$ cat src/rtl/fifo_share_ctrl_pkg.sv
// Purpose: shared constants for the FIFO share controller and the buffer it fronts.
// Latency: n/a (constants and elaboration helpers only).
// Backpressure: n/a.
package fifo_share_ctrl_pkg;

  // These must agree with the buffer's width/depth defines.
  localparam int FSC_NUM_REQ = 4;
  localparam int FSC_DATA_W  = 32;
  localparam int FSC_DEPTH   = 7;
  localparam int FSC_CNT_W   = 3;

  // Index width for a one-hot vector of n bits (at least 1 bit).
  function automatic int idx_w(input int n);
    return (n > 1) ? $clog2(n) : 1;
  endfunction

endpackage

$ cat src/rtl/fifo_share_ctrl_if.sv
// Purpose: bundles writer/reader handshakes and the buffer-side strobes of the share controller.
// Latency: n/a (wiring only).
// Backpressure: grants and read gating are driven by the controller (slave side).
interface fifo_share_ctrl_if
  import fifo_share_ctrl_pkg::*;
#(
  parameter int NUM_REQ = FSC_NUM_REQ,
  parameter int DATA_W  = FSC_DATA_W,
  parameter int CNT_W   = FSC_CNT_W
);
  logic [NUM_REQ-1:0]        wr_req;
  logic [NUM_REQ*DATA_W-1:0] wr_data;
  logic [NUM_REQ-1:0]        wr_grant;
  logic                      rd_req;
  logic                      rd_valid;
  logic [DATA_W-1:0]         rd_data;
  logic                      flush;
  logic                      full;
  logic                      empty;
  logic [CNT_W-1:0]          level;
  logic                      fifo_rst;
  logic                      fifo_enable_write;
  logic                      fifo_enable_read;
  logic [DATA_W-1:0]         fifo_value_to_write;
  logic [DATA_W-1:0]         fifo_value_to_read;

  // Environment side: writers, reader, flush source and the buffer itself.
  modport master (
    output wr_req, wr_data, rd_req, flush, fifo_value_to_read,
    input  wr_grant, rd_valid, rd_data, full, empty, level,
           fifo_rst, fifo_enable_write, fifo_enable_read, fifo_value_to_write
  );

  // Controller side.
  modport slave (
    input  wr_req, wr_data, rd_req, flush, fifo_value_to_read,
    output wr_grant, rd_valid, rd_data, full, empty, level,
           fifo_rst, fifo_enable_write, fifo_enable_read, fifo_value_to_write
  );
endinterface

$ cat src/rtl/fifo_share_ctrl_rr_arbiter.sv
// Purpose: round-robin arbiter, one-hot grant searching from the last winner + 1.
// Latency: grant is combinational in the request cycle; pointer moves at the next edge.
// Backpressure: enable_i low suppresses all grants and freezes the pointer.
module rr_arbiter
  import fifo_share_ctrl_pkg::*;
#(
  parameter int NUM_REQ = FSC_NUM_REQ
) (
  input  logic                        clk_i,
  input  logic                        rst_ni,
  input  logic [NUM_REQ-1:0]          req_i,
  input  logic                        enable_i,
  output logic [NUM_REQ-1:0]          grant_o,
  output logic [idx_w(NUM_REQ)-1:0]   grant_idx_o
);
  localparam int IDX_W = idx_w(NUM_REQ);

  logic [IDX_W-1:0] ptr_q, ptr_d;
  logic [IDX_W-1:0] cand;
  logic             found;

  // Pick the first requester after the last winner, wrapping around.
  always_comb begin
    grant_o     = '0;
    grant_idx_o = '0;
    found       = 1'b0;
    cand        = '0;
    for (int i = 1; i <= NUM_REQ; i++) begin
      cand = IDX_W'((int'(ptr_q) + i) % NUM_REQ);
      if (enable_i && !found && req_i[cand]) begin
        found         = 1'b1;
        grant_o[cand] = 1'b1;
        grant_idx_o   = cand;
      end
    end
  end

  // Pointer follows the winner; holds when nobody is granted.
  always_comb begin
    ptr_d = found ? grant_idx_o : ptr_q;
  end

  // Reset to the last index so requester 0 wins first.
  always_ff @(posedge clk_i or negedge rst_ni) begin
    if (!rst_ni) ptr_q <= IDX_W'(NUM_REQ - 1);
    else         ptr_q <= ptr_d;
  end
endmodule

$ cat src/rtl/fifo_share_ctrl.sv
// Purpose: shares one flagless FIFO among NUM_REQ writers and one reader, tracking occupancy.
// Latency: write grant same cycle; rd_valid one cycle after the read strobe.
// Backpressure: writes held off when full (unless paired with a read); reads gated when empty.
module fifo_share_ctrl
  import fifo_share_ctrl_pkg::*;
#(
  parameter int NUM_REQ = FSC_NUM_REQ,
  parameter int DATA_W  = FSC_DATA_W,
  parameter int DEPTH   = FSC_DEPTH,
  parameter int CNT_W   = FSC_CNT_W
) (
  input logic              clk,
  input logic              rst,
  fifo_share_ctrl_if.slave bus
);
  localparam int               IDX_W   = idx_w(NUM_REQ);
  localparam logic [CNT_W-1:0] DEPTH_C = CNT_W'(DEPTH);

  logic [CNT_W-1:0]   level_q, level_d;
  logic               rd_valid_q, rd_valid_d;
  logic               empty, full, rd_go, wr_ok, wr_go;
  logic [NUM_REQ-1:0] grant;
  logic [IDX_W-1:0]   grant_idx;
  logic [DATA_W-1:0]  wr_value;

  assign empty = (level_q == '0);
  assign full  = (level_q == DEPTH_C);

  // rst gating keeps grants and strobes quiet while the buffer is held in reset.
  assign rd_go = rst & bus.rd_req & ~empty & ~bus.flush;
  // A full buffer still accepts a word when a read shifts it out in the same cycle.
  assign wr_ok = rst & ~bus.flush & (~full | rd_go);

  rr_arbiter #(.NUM_REQ(NUM_REQ)) u_arb (
    .clk_i       (clk),
    .rst_ni      (rst),
    .req_i       (bus.wr_req),
    .enable_i    (wr_ok),
    .grant_o     (grant),
    .grant_idx_o (grant_idx)
  );

  assign wr_go = |grant;

  // Steer the granted requester's slice onto the shared write path, zero when idle.
  always_comb begin
    wr_value = '0;
    for (int k = 0; k < NUM_REQ; k++) begin
      if (wr_go && grant_idx == IDX_W'(k)) wr_value = bus.wr_data[k*DATA_W +: DATA_W];
    end
  end

  // Occupancy next state: flush wins, simultaneous read and write cancel out.
  always_comb begin
    level_d    = level_q;
    rd_valid_d = rd_go;
    if (bus.flush)           level_d = '0;
    else if (wr_go && !rd_go) level_d = level_q + CNT_W'(1);
    else if (rd_go && !wr_go) level_d = level_q - CNT_W'(1);
  end

  // Occupancy and read-valid registers.
  always_ff @(posedge clk or negedge rst) begin
    if (!rst) begin
      level_q    <= '0;
      rd_valid_q <= 1'b0;
    end else begin
      level_q    <= level_d;
      rd_valid_q <= rd_valid_d;
    end
  end

  assign bus.wr_grant            = grant;
  assign bus.fifo_enable_write   = wr_go;
  assign bus.fifo_enable_read    = rd_go;
  assign bus.fifo_value_to_write = wr_value;
  assign bus.fifo_rst            = ~rst | bus.flush;
  assign bus.rd_valid            = rd_valid_q;
  assign bus.rd_data             = bus.fifo_value_to_read;
  assign bus.full                = full;
  assign bus.empty               = empty;
  assign bus.level               = level_q;

  a_level_bound: assert property (@(posedge clk) disable iff (!rst) level_q <= DEPTH_C);
  a_no_read_empty: assert property (@(posedge clk) disable iff (!rst) !(rd_go && empty));
endmodule

$ cat src/flat_wrapper.sv
// flat-port wrapper written by rule: the top's interface ports become plain ports
module fifo_share_ctrl_flat import fifo_share_ctrl_pkg::*;
#(
  parameter int NUM_REQ = FSC_NUM_REQ,
  parameter int DATA_W  = FSC_DATA_W,
  parameter int DEPTH   = FSC_DEPTH,
  parameter int CNT_W   = FSC_CNT_W
)
  (clk, rst, bus_wr_req, bus_wr_data, bus_rd_req, bus_flush, bus_fifo_value_to_read, bus_wr_grant, bus_rd_valid, bus_rd_data, bus_full, bus_empty, bus_level, bus_fifo_rst, bus_fifo_enable_write, bus_fifo_enable_read, bus_fifo_value_to_write);
  fifo_share_ctrl_if #(.NUM_REQ(NUM_REQ), .DATA_W(DATA_W), .CNT_W(CNT_W)) bus_i ();
  input logic clk;
  input logic rst;
  input wire logic [$bits(bus_i.wr_req)-1:0] bus_wr_req;
  input wire logic [$bits(bus_i.wr_data)-1:0] bus_wr_data;
  input wire logic [$bits(bus_i.rd_req)-1:0] bus_rd_req;
  input wire logic [$bits(bus_i.flush)-1:0] bus_flush;
  input wire logic [$bits(bus_i.fifo_value_to_read)-1:0] bus_fifo_value_to_read;
  output wire logic [$bits(bus_i.wr_grant)-1:0] bus_wr_grant;
  output wire logic [$bits(bus_i.rd_valid)-1:0] bus_rd_valid;
  output wire logic [$bits(bus_i.rd_data)-1:0] bus_rd_data;
  output wire logic [$bits(bus_i.full)-1:0] bus_full;
  output wire logic [$bits(bus_i.empty)-1:0] bus_empty;
  output wire logic [$bits(bus_i.level)-1:0] bus_level;
  output wire logic [$bits(bus_i.fifo_rst)-1:0] bus_fifo_rst;
  output wire logic [$bits(bus_i.fifo_enable_write)-1:0] bus_fifo_enable_write;
  output wire logic [$bits(bus_i.fifo_enable_read)-1:0] bus_fifo_enable_read;
  output wire logic [$bits(bus_i.fifo_value_to_write)-1:0] bus_fifo_value_to_write;
  assign bus_i.wr_req = bus_wr_req;
  assign bus_i.wr_data = bus_wr_data;
  assign bus_i.rd_req = bus_rd_req;
  assign bus_i.flush = bus_flush;
  assign bus_i.fifo_value_to_read = bus_fifo_value_to_read;
  assign bus_wr_grant = bus_i.wr_grant;
  assign bus_rd_valid = bus_i.rd_valid;
  assign bus_rd_data = bus_i.rd_data;
  assign bus_full = bus_i.full;
  assign bus_empty = bus_i.empty;
  assign bus_level = bus_i.level;
  assign bus_fifo_rst = bus_i.fifo_rst;
  assign bus_fifo_enable_write = bus_i.fifo_enable_write;
  assign bus_fifo_enable_read = bus_i.fifo_enable_read;
  assign bus_fifo_value_to_write = bus_i.fifo_value_to_write;
  fifo_share_ctrl #(.NUM_REQ(NUM_REQ), .DATA_W(DATA_W), .DEPTH(DEPTH), .CNT_W(CNT_W)) u_core (.clk(clk), .rst(rst), .bus(bus_i));
endmodule
$ cat config.mk
export PLATFORM = sky130hd
export DESIGN_NAME = fifo_share_ctrl_flat
export DESIGN_NICKNAME = d
export VERILOG_FILES = /design/src/rtl/fifo_share_ctrl_pkg.sv /design/src/rtl/fifo_share_ctrl_if.sv /design/src/rtl/fifo_share_ctrl_rr_arbiter.sv /design/src/rtl/fifo_share_ctrl.sv /design/src/flat_wrapper.sv
export SDC_FILE = /design/constraint.sdc
export NUM_CORES = 1
export LEC_CHECK = 0
export CAP_MARGIN = 20
export CORE_MARGIN = 8
export CORE_UTILIZATION = 30
export DETAILED_ROUTE_END_ITERATION = 6
export HOLD_SLACK_MARGIN = 0.1
export PLACE_DENSITY = 0.89
export SETUP_SLACK_MARGIN = 0.2
export SLEW_MARGIN = 20
export SYNTH_ARGS = -nofsm -noshare
export SYNTH_HDL_FRONTEND = slang
export SYNTH_HIERARCHICAL = 1
export SYNTH_SLANG_ARGS = --single-unit
$ cat constraint.sdc
create_clock -name clk -period 11.8 [get_ports clk]
set_input_delay 2.95 -clock clk [delete_from_list [all_inputs] [get_ports clk]]
set_output_delay 2.95 -clock clk [all_outputs]
set_load 0.005 [all_outputs]
==> run summary <==
Status - completed
Diode count - 0
Part of the Yosys area used for sequential elements - 7.36%
DR iter-0 viols - 84
Root Driver - clkbuf_8
# H-tree levels - 1
Row Count - 30
Placer Congestion - 0.795
First-pass GRT wire length - 14,300 um
Cells on worst reg2reg path - 14
Die W - 99.1 um
I/O pin cnt - 245
Synthesized instance count - 209
CP Data Arrival Time - 6.92 ns
Buffers on Ports - 180
Post-Syn Nets - 385
Slew headroom - 58.5%
Max VDD drop - 0.0000704 V
Sw Share - 40.0%
DP Cell Count - 426
CTS Hold Bufs - 0
Layout cells sized above 1 - 16.6%
Pleak - 1.33 nW
Clock share of power - 5.3%
Worst-skew pair later-pin latency - 0.23 ns
Minimum clock period - 9.87 ns
Worst Setup End Kind - output pin
Overflow after GRT - 0
Post-Layout Cell Count - 430
Die area - 9830 um2
Setup TNS - 0 ns
Initial antenna violation count - 1
DPL Wire Length - 8220 um
Worst r2r src - u_core/u_arb/ptr_q[0]
Combinational power share - 86.7%
WL/cell - 22.2 um
CTS tree - done
Flop pwr share - 8.0%
Maximum clock rate - 0.101 GHz
Core ar. - 6760 um2
Most frequent cells in the layout - clkdlybuf4s50_1 (180), mux4_2 (34), nor2b_1 (30)
Largest net degree at the start of global routing - 38
# Post-CTS Setup Buffers - 0
WL final - 9550 um
Number of iterations in the first detailed-routing pass - 4
YS warnings - 6
Post-cts sizing count - 0
Clock tree sinks - 6
Worst-path fanout max - 17
RSZ-0062 raised after global routing - no
Clock Path Buffers - 2
Slew Viols, Final - 0
Worst Setup EP - bus_fifo_value_to_write[23]
Vias in the first global route - 2,496
Nets - 527
WP data required - 8.85 ns
NetSw - 0.000250 W
Max-cap violation count - 0
Synth async-reset ratio - 100%
Syn Std Cell Area - 2070 um2
Worst setup SP type - input pin
Slew @ Worst Pin - 0.622 ns
Number of synthesized flops with an enable pin - 0
Clock transition at path regs - 0.04 ns
Area grow syn2layout - 79.6%
Commonest non-fill, non-tap cell in the layout - clkdlybuf4s50_1
Post-synthesis cell type count - 43
Worst flop-to-flop path endpoint - u_core/bus.level[2]
DRC Markers - 0
Synth Flop Type - dfrtp_1
Final hold vios - 0
Final setup viols - 0
Fin Clk Skew - 0.00488 ns
Final cycle utilization of the critical path - 83.6%
FF+latch count, synth - 6
R2r setup slk - 7.31 ns
DR vias/cell - 5.25
CTS buffer count - 3
Worst min-delay path class - reg -> reg
Hold Path Depth - 2
Starting Density - 30.7%
Power per Cell Area - 167 nW/um2
Routed Antenna Nets - 0
Total Routing Usage GR - 18.6%
Crit. Startpoint - rst
Via count - 2,259
Setup CP Type - in -> out
Die Height - 99.1 um
Pint - 0.000374 W
Post-Syn Area per Cell - 9.92 um2
==> power by group through the flow <==
| stage | clock network (W) | logic, W | registers [W] |
|---|---|---|---|
| 4_1_cts | 0.0000338 | 0.000547 | 0.0000497 |
| 3_5_place_dp | 0 | 0.000544 | 0.0000496 |
| 5_1_grt | 0.0000361 | 0.000589 | 0.0000525 |
| 2_1_floorplan | 0 | 0.000323 | 0.0000400 |
| 3_3_place_gp | 0 | 0.000531 | 0.0000490 |
| 6_report | 0.0000331 | 0.000541 | 0.0000498 |
==> state kept, by name, summed over array words and instances (netlist names) <==
signal	count
u_core/bus.level	3
u_core/bus.rd_valid	1
u_core/u_arb/ptr_q	2
==> routing by layer <==
metal / up-vias / global-route usage, % / wire, um
li1: 1020 / - / -
met1: 1057 / 19.6 / 3150
met2: 142 / 33.6 / 5090
met3: 38 / 6.70 / 1060
met4: 2 / 5.82 / 246
met5: - / 0 / 12
==> cells in the mapped netlist (4+ instances only) <==
cell	n	area share, %
ha_1	7	4.2
nor2b_1	30	9.1
buf_4	35	13
dfrtp_1	4	4.8
inv_1	8	1.4
clkbuf_1	5	0.91
mux4_2	34	37
nand2_1	16	2.9
nor2_1	12	2.2
and2b_2	4	1.7
o21ai_0	5	1.2
a21oi_1	5	1.2
mux2i_1	4	1.9
==> critical path: stages <==
cell,delay (ns)
clkdlybuf4s50_1,0.68
nand2b_4,0.09
a21oi_1,0.40
inv_1,0.23
nor3b_4,0.32
a221o_2,0.62
buf_4,0.42
mux4_2,0.55
nor2b_1,0.15
clkdlybuf4s50_1,0.48
==> through the flow <==
| step | worst slack [ns] | instance area, um2 | hold WS [ns] | utilization, % | power [W] |
|---|---|---|---|---|---|
| 2_1_floorplan | 3.60 | 2070 | 0.644 | - | 0.000363 |
| 3_3_place_gp | 2.06 | 3680 | 0.583 | 54.4 | 0.000580 |
| 3_5_place_dp | 1.92 | 3680 | 0.608 | 54.4 | 0.000594 |
| 4_1_cts | 1.92 | 3720 | 0.612 | 55.1 | 0.000631 |
| 5_1_grt | 1.62 | 3720 | 0.638 | 55.1 | 0.000678 |
| 6_report | 1.93 | 3720 | 0.609 | 55.1 | 0.000624 |
==> cell families (layout without fill, tap and decap cells) <==
| family | count (synthesis) | after routing | share of synthesized area, % |
|---|---|---|---|
| buf+inv | 54 | 195 | 16.9 |
| flops | 6 | 6 | 7.36 |
| mux | 41 | 41 | 40.5 |
| simple gates | 78 | 78 | 22.6 |
| xor+xnor | 1 | 1 | 0.423 |
| fa+ha+maj | 8 | 8 | 5.19 |
| compound gates | 21 | 21 | 7.06 |
==> final cells by class <==
type,count,area (um2)
tap,80,100
clock buffer,4,45.0
timing repair buffer,183,1820
inverter,8,30.0
multi-input combinational,149,1570
fill,589,3030
sequential,6,153
==> worst min-delay path by stage <==
stage	start	end
after floorplan	u_core/bus.level[2]	u_core/bus.level[2]
after global placement	u_core/u_arb/ptr_q[1]	u_core/u_arb/ptr_q[1]
after detailed placement	u_core/u_arb/ptr_q[1]	u_core/u_arb/ptr_q[1]
after CTS	u_core/u_arb/ptr_q[1]	u_core/u_arb/ptr_q[1]
after global routing	u_core/u_arb/ptr_q[1]	u_core/u_arb/ptr_q[1]
final	u_core/u_arb/ptr_q[1]	u_core/u_arb/ptr_q[1]
No activity file was read; power rests on OpenSTA's default activity.
